[config.mk]
export PLATFORM = sky130hd
export DESIGN_NAME = unidade_adiantamento
export DESIGN_NICKNAME = d
export VERILOG_FILES = /design/src/rtl/unidade_adiantamento.sv
export SDC_FILE = /design/constraint.sdc
export NUM_CORES = 1
export LEC_CHECK = 0
export CAP_MARGIN = 10
export CORE_MARGIN = 2
export CORE_UTILIZATION = 51
export DETAILED_ROUTE_END_ITERATION = 8
export DONT_BUFFER_PORTS = 1
export PLACE_DENSITY = 0.77
export SETUP_SLACK_MARGIN = 0.3
export SLEW_MARGIN = 20
export SYNTH_ARGS = -nofsm -noshare
export SYNTH_HDL_FRONTEND = slang
export SYNTH_SLANG_ARGS = --single-unit
[constraint.sdc]
create_clock -name clock -period 1.62 [get_ports clock]
set_input_delay 0.081 -clock clock [delete_from_list [all_inputs] [get_ports clock]]
set_output_delay 0.081 -clock clock [all_outputs]
set_load 0.03 [all_outputs]
[src/rtl/unidade_adiantamento.sv]
// Forwarding and load-use hazard unit: owns the EX/MEM and MEM/WB forwarding
// registers and drives the EX operand mux select plus its two bypass inputs.
module unidade_adiantamento #(
   parameter int unsigned DATA_W = 16,
   parameter int unsigned REG_AW = 3
) (
   input  logic              clock,
   input  logic              reset,
   input  logic              id_valid,
   input  logic [REG_AW-1:0] id_rs,
   input  logic              ex_escreve,
   input  logic              ex_le_mem,
   input  logic [REG_AW-1:0] ex_rd,
   input  logic [DATA_W-1:0] ex_resultado,
   input  logic [DATA_W-1:0] mem_dado,
   output logic [1:0]        select,
   output logic [DATA_W-1:0] data1,
   output logic [DATA_W-1:0] data2,
   output logic              stall,
   output logic [15:0]       conta_bolhas
);

   localparam int unsigned SEL_W = 2;
   localparam int unsigned CNT_W = 16;
   localparam logic [SEL_W-1:0] SEL_RF = 2'b00;
   localparam logic [SEL_W-1:0] SEL_EM = 2'b01;
   localparam logic [SEL_W-1:0] SEL_MW = 2'b10;
   localparam logic [CNT_W-1:0] CNT_MAX = '1;

   logic [REG_AW-1:0] em_rd;
   logic              em_escreve;
   logic              em_le_mem;
   logic [DATA_W-1:0] em_valor;
   logic [REG_AW-1:0] mw_rd;
   logic              mw_escreve;
   logic [DATA_W-1:0] mw_valor;
   logic [SEL_W-1:0]  select_next;
   logic              rs_nonzero;

   assign rs_nonzero = (id_rs != '0);

   // Load in EX feeding the instruction in ID; gated by reset so it drops at once.
   assign stall = reset & id_valid & ex_escreve & ex_le_mem & (ex_rd == id_rs) & rs_nonzero;

   // Newest producer wins: EX beats EX/MEM.
   always_comb begin
      select_next = SEL_RF;
      if (!stall && id_valid && rs_nonzero) begin
         if (ex_escreve && (ex_rd == id_rs)) begin
            select_next = SEL_EM;
         end else if (em_escreve && (em_rd == id_rs)) begin
            select_next = SEL_MW;
         end
      end
   end

   always_ff @(posedge clock or negedge reset) begin
      if (!reset) begin
         em_rd      <= '0;
         em_escreve <= 1'b0;
         em_le_mem  <= 1'b0;
         em_valor   <= '0;
         mw_rd      <= '0;
         mw_escreve <= 1'b0;
         mw_valor   <= '0;
      end else begin
         em_rd      <= ex_rd;
         em_escreve <= ex_escreve;
         em_le_mem  <= ex_le_mem;
         em_valor   <= ex_resultado;
         mw_rd      <= em_rd;
         mw_escreve <= em_escreve;
         mw_valor   <= em_le_mem ? mem_dado : em_valor;
      end
   end

   always_ff @(posedge clock or negedge reset) begin
      if (!reset) begin
         select <= SEL_RF;
      end else begin
         select <= select_next;
      end
   end

   // Saturating stall-cycle counter.
   always_ff @(posedge clock or negedge reset) begin
      if (!reset) begin
         conta_bolhas <= '0;
      end else if (stall && (conta_bolhas != CNT_MAX)) begin
         conta_bolhas <= conta_bolhas + CNT_W'(1);
      end
   end

   assign data1 = em_valor;
   assign data2 = mw_valor;

   // MEM/WB destination is kept for completeness of the pipeline image.
   logic unused_mw;
   assign unused_mw = ^{mw_rd, mw_escreve};

endmodule

==> results of run 1 <==
==> power by group <==
group          switching, uW  leakage (uW)  internal [uW]
clock                    465     0.0000408            310
combinational            120      0.000735            188
sequential               153      0.000666           1440
total                    737       0.00144           1940
==> cell type report <==
type                    count  area, um^2
inverters                   2        7.51
flip-flops and latches     55        1380
well taps                  50        62.6
clock buffers               5        68.8
multi-input cells          83         831
clock inverters             3        23.8
fillers                   248         853
repair buffers             72         683
==> metal layers <==
layer	part of all wire, %	wire length, um
met5	0	0
met2	55	3140
met3	8.3	472
met4	3.4	193
met1	33	1880
==> cell families (layout without fill, tap and decap cells) <==
group | count (synthesis) | count (layout) | share of synthesized area [%]
and+or+nand+nor | 43 | 43 | 12.2
xor gates and xnor gates | 19 | 19 | 8.14
muxes | 18 | 18 | 9.85
adders and majority gates | 1 | 1 | 0.612
AOI/OAI and AO/OA | 2 | 2 | 0.612
DFF | 55 | 55 | 67.3
buffers and inverters | 5 | 82 | 1.28
==> worst max-delay path, stage by stage (launching register included) <==
cell,delay (ps)
dfrtp_2,440
ha_4,160
and4_4,160
nand4bb_4,110
and3_4,190
buf_6,110
nand4_1,140
xnor2_1,160
==> per-stage QoR <==
| stage | TNS, ps | util, % | power (uW) |
|---|---|---|---|
| 4_1_cts | 0 | 75.6 | 2640 |
| 3_5_place_dp | -8.39 | 58.6 | 1770 |
| 2_1_floorplan | -74.9 | - | 1720 |
| 5_1_grt | -9.35 | 78.2 | 2760 |
| 6_report | 0 | 78.2 | 2680 |
| 3_3_place_gp | 0 | 58.6 | 1750 |
==> synth_stat cells, types with 2 or more instances <==
cell | n | area share [%]
dfrtp_1 | 55 | 67
mux2_2 | 16 | 8.8
xnor2_1 | 15 | 6.4
nand2_1 | 12 | 2.2
nand3_1 | 6 | 1.5
nor2_1 | 5 | 0.92
nand4_1 | 4 | 1.2
nor3_1 | 4 | 0.98
xor2_1 | 4 | 1.7
and3_1 | 3 | 0.92
and4_1 | 3 | 1.3
inv_1 | 2 | 0.37
nand4_2 | 2 | 1.2
==> path summary, 6_finish.rpt <==
| check | slack (ps) | end | cells after the start |
|---|---|---|---|
| worst max-delay path | 50 | conta_bolhas[4]$_DFFE_PN0P_ | 7 |
| worst min-delay path | -550 | data1[13]$_DFF_PN0_ | 0 |
| worst max register to register | 50 | conta_bolhas[4]$_DFFE_PN0P_ | 7 |
| worst min register to register | 510 | conta_bolhas[7]$_DFFE_PN0P_ | 1 |
| max in group asynchronous | 2060 | conta_bolhas[1]$_DFFE_PN0P_ | 0 |
| min in group clock | 190 | select[0]$_DFF_PN0_ | 2 |
==> flip-flops by register name (all words and copies together), names as in the netlist <==
| signal | cells |
|---|---|
| em_le_mem | 1 |
| em_rd | 3 |
| conta_bolhas | 16 |
| em_escreve | 1 |
| data1 | 16 |
| select | 2 |
| data2 | 16 |
==> what timing repair did <==
item | CTS | global route
endpoints found under the hold margin | 94 | 55
resized for setup | 21 | 16
pin swaps | 13 | 12
setup buffers | 7 | 2
setup endpoints to repair | 16 | 16
==> metrics.txt, run 1 <==
Power Density 875 nW/um^2; Slew Limit Fails 0; WS Path Type register to register; fin crit share 97.1%; Worst EP required 1820 ps; Post-synth EDFFs 0; vias in the first global route 1641; Worst-Skew Late Latency 310 ps; Worst Skew 9.97 ps; CTS buffer count 5; post-synth net total 187; routed via count 1472; I/O Pins 94; Worst Setup SP conta_bolhas[0]$_DFFE_PN0P_; first-pass GRT wire length 7.82 mm; Tightest Pin Transition 388 ps; TritonCTS clock tree yes; wire per inst 21.1 um; synthesized area 2040 um^2; Initial Util 52.2%; startpoint types register; reg-to-reg startpoint conta_bolhas[0]$_DFFE_PN0P_; Sink Count 55; final instance area 3060 um^2; Port Buf Inserts 0; Hold Violations, Final 55; sequential area share after synthesis 67.3%; antenna cells 0; synthesized instance count 143; critical path fanouts, max 5; Post-synth top flop dfrtp_1; antenna violations before repair 0; most common cell after layout, fill and taps aside dfrtp_1; Placer Congestion 0.795; post-DP HPWL 3.08 mm; grt met2 use 46.7%; drt first pass iters 4; row cnt 23; M1 GR Usage 23.1%; static leakage 0.00144 uW; worst vdd ir 806 uV; unrepaired setup endpoints after global routing yes; deepest clock path buffer count 2; busiest layer in global routing met2; Global Route Usage Sum 24.6%; Critical Path End Type register; failing checks negative hold slack; Fmax achieved 636 MHz; area of the core 3910 um^2; Routed WL 5.69 mm; Placed Area 2290 um^2; die width 67.3 um; Die Height 67.3 um; FF+latch count, synth 55; share of cells above drive strength 1 38.6%; ANT nets after route 0; Vias per Instance 5.45; Synth warnings 0; Min Hold Slack -552 ps; fin cells 270; CTS Hold Bufs 42; die area 4530 um^2; DRT iter0 DRCs 102; M3 GR Usage 8.67%; Crit path arrival time 1770 ps; Netlist cell types 25; FFs w/ async S/R, synth 100%; Reg clk slew, reported paths 110 ps; synthesis-to-finish area growth 49.7%; Post-Place Setup Slack -8.39 ps; worst rel slew slack 74.1%; final setup fails 0; commonest non-fill, non-tap cells in the layout dfrtp_1 (49), dlygate4sd3_1 (42), buf_4 (22); drt drc 0; syn_area_per_cell 14.3 um^2; Final Critical Period 1570 ps; largest net degree at the start of global routing 58; status finished with violations; Clock Root Buffer clkbuf_8; final net count 263; worst setup margin 47.1 ps; Worst Hold Class input port to asynchronous set/reset pin; dpl cells 211; GRT overflow 0; H-tree lvl count 2; max_cap viols 0
Note: power is estimated with default switching activity, not from simulation.
==> run 2, diff against run 1 <==
ABC_AREA = 1   (was unset)
CTS_CLUSTER_SIZE = 28   (was unset)
==> run 2 against run 1 <==
The flow still finishes with violations (negative hold slack). Global-route usage shrank 2.5 points. Setup slack gained 130 ps. Register-to-register slack gained 130 ps. Synthesized cell count grew 70%. Cell count grew 33%. Area after synthesis grew 16%. Critical endpoint is now conta_bolhas[1]$_DFFE_PN0P_.
==> metrics.txt, run 2 <==
Global Route Usage Sum 22.1%; ANT nets after route 0; Sink Count 55; final net count 349; Fmax achieved 693 MHz; share of cells above drive strength 1 22.9%; Tot Pwr 2560 uW; TritonCTS clock tree yes; worst setup margin 177 ps; static leakage 0.00144 uW; status finished with violations; most common cell after layout, fill and taps aside nand2_1; CTS buffer count 5; unrepaired setup endpoints after global routing yes; Final Critical Period 1440 ps; antenna cells 0; Netlist cell types 23; synthesized area 2370 um^2; CP peak stage delay 560 ps; Power Density 815 nW/um^2; drt first pass iters 4; fin crit share 89.1%; Worst Skew 2.75 ps; synthesized instance count 243; CTS Hold Bufs 39; dominant cell type by area after synthesis dfrtp_1; Post-synth top flop dfrtp_1; worst vdd ir 353 uV; synthesis-to-finish area growth 32.4%; vias in the first global route 1800; Synth warnings 0; synth top area cells dfrtp_1 (58%), nand2_1 (13%), mux2_2 (7.6%); max_cap viols 0; Initial Util 53.7%; Min Hold Slack -542 ps; Critical Path End Type register; WS Path Type register to register; Tightest Pin Transition 338 ps; Vias per Instance 5.29; first-pass GRT wire length 8.77 mm; most common cell in the synthesized netlist nand2_1; wire per inst 15.6 um; top cell type's share of synthesized area 58.1%; deepest clock path buffer count 2; startpoint types register; GRT overflow 0; Post-Place Setup Slack 118 ps; FFs w/ async S/R, synth 100%; worst rel slew slack 77.4%; R2R setup slack 180 ps; Die Height 72.2 um; Worst Hold Class input port to asynchronous set/reset pin; sequential area share after synthesis 58.1%; critical path fanouts, max 11; Worst EP required 1870 ps; Commonest cells post-synth nand2_1 (84), dfrtp_1 (55), nand3_1 (20), nor2_1 (19), mux2_2 (16); die area 5210 um^2; post-DP HPWL 3.53 mm; RR Endpoint conta_bolhas[1]$_DFFE_PN0P_; Reg clk slew, reported paths 100 ps; routed via count 1893; antenna violations before repair 0; row cnt 24; Hold Violations, Final 55; highest-delay cell along the critical path dfrtp_2; drt drc 0; Post-synth EDFFs 0; R2R cell count 6; Crit path arrival time 1690 ps; Port Buf Inserts 0; Setup TNS 0 ps; CP Cell Sequence nand3_4 > nor2_4 > nand3_4 > nand2_4 > nand2_1 > nand2_1; syn_area_per_cell 9.75 um^2; dpl cells 308; FF+latch count, synth 55; Placer Congestion 0.824; Worst-Skew Late Latency 310 ps; die width 72.2 um; area of the core 4410 um^2; commonest non-fill, non-tap cells in the layout nand2_1 (81), dfrtp_1 (47), dlygate4sd3_1 (39); Clock Root Buffer clkbuf_8; fin cells 358; Routed WL 5.59 mm; failing checks negative hold slack; I/O Pins 94; DRT iter0 DRCs 107; H-tree lvl count 2; largest net degree at the start of global routing 57; post-synth net total 287; reg-to-reg startpoint conta_bolhas[3]$_DFFE_PN0P_; Slew Limit Fails 0; final setup fails 0
==> run 2: cell types whose count changed in the layout (fill, tap and decap cells not counted), moves of 4 or more <==
cell / change
nand3_1: +16
nor2_1: +12
inv_1: +12
buf_6: -4
buf_4: -5
xnor2_1: -9
nand2_1: +73
==> run 2: layer usage <==
metal,wire [um],vias to the layer above,global-route usage [%]
li1,-,902,-
met3,479,5,6.25
met1,2280,899,27.1
met4,62,0,6.92
met2,2760,87,37.9
met5,0,-,0
==> run 2: worst max path at each step <==
stage                                 from                           end  slack, ps  depth (start not counted)
6_report       conta_bolhas[3]$_DFFE_PN0P_   conta_bolhas[1]$_DFFE_PN0P_        180                          6
3_3_place_gp   conta_bolhas[3]$_DFFE_PN0P_  conta_bolhas[15]$_DFFE_PN0P_        140                          7
4_1_cts        conta_bolhas[1]$_DFFE_PN0P_  conta_bolhas[12]$_DFFE_PN0P_        210                          8
3_5_place_dp   conta_bolhas[2]$_DFFE_PN0P_   conta_bolhas[4]$_DFFE_PN0P_        120                          6
2_1_floorplan  conta_bolhas[0]$_DFFE_PN0P_   conta_bolhas[8]$_DFFE_PN0P_        120                          8
5_1_grt        conta_bolhas[6]$_DFFE_PN0P_  conta_bolhas[12]$_DFFE_PN0P_         80                          7
==> run 2: cell families (layout without fill, tap and decap cells) <==
group                    Yosys count  count (layout)  synth area share (%)
multiplexers                      16              16                  7.61
buffers and inverters             20              82                  3.75
XOR/XNOR                           9               9                  3.33
adder cells (fa/ha/maj)            1               1                 0.528
AO/OA/AOI/OAI                      2               2                 0.422
AND/OR/NAND/NOR                  140             141                  26.3
flip-flops                        55              55                  58.1
==> run 2: power by group <==
| part | internal (uW) | total [uW] | switching (uW) |
|---|---|---|---|
| Combinational | 127 | 213 | 86.0 |
| Clock | 311 | 763 | 452 |
| Sequential | 1440 | 1580 | 145 |
==> run 2: critical path, delay by kind of cell, from the launching register on <==
family,cells,cell delay [ps]
DFF,1,560
and+or+nand+nor,6,820
==> run 2: per-stage QoR <==
stage          hold slack [ps]  utilization [%]  area, um^2
2_1_floorplan             -215                -        2400
4_1_cts                   -557             70.0        3090
3_3_place_gp              -214             58.0        2560
3_5_place_dp              -213             58.0        2560
5_1_grt                   -574             71.1        3140
6_report                  -542             71.1        3140
==> run 2: repair_timing <==
item                                    in CTS  in global routing
resized for setup                            7                 10
endpoints found under the setup margin      16                 16
cloned                                       0                  1
pin swaps                                    3                  0
buffers inserted                             2                  0
endpoints found under the hold margin       94                 55
==> run 2: final cells by class <==
| type | count | area, um^2 |
|---|---|---|
| repair buffers | 58 | 541 |
| inverters | 16 | 60.1 |
| fillers | 301 | 1280 |
| clock buffers | 5 | 68.8 |
| clock inverters | 3 | 22.5 |
| well taps | 52 | 65.1 |
| multi-input cells | 169 | 993 |
| flip-flops and latches | 55 | 1390 |
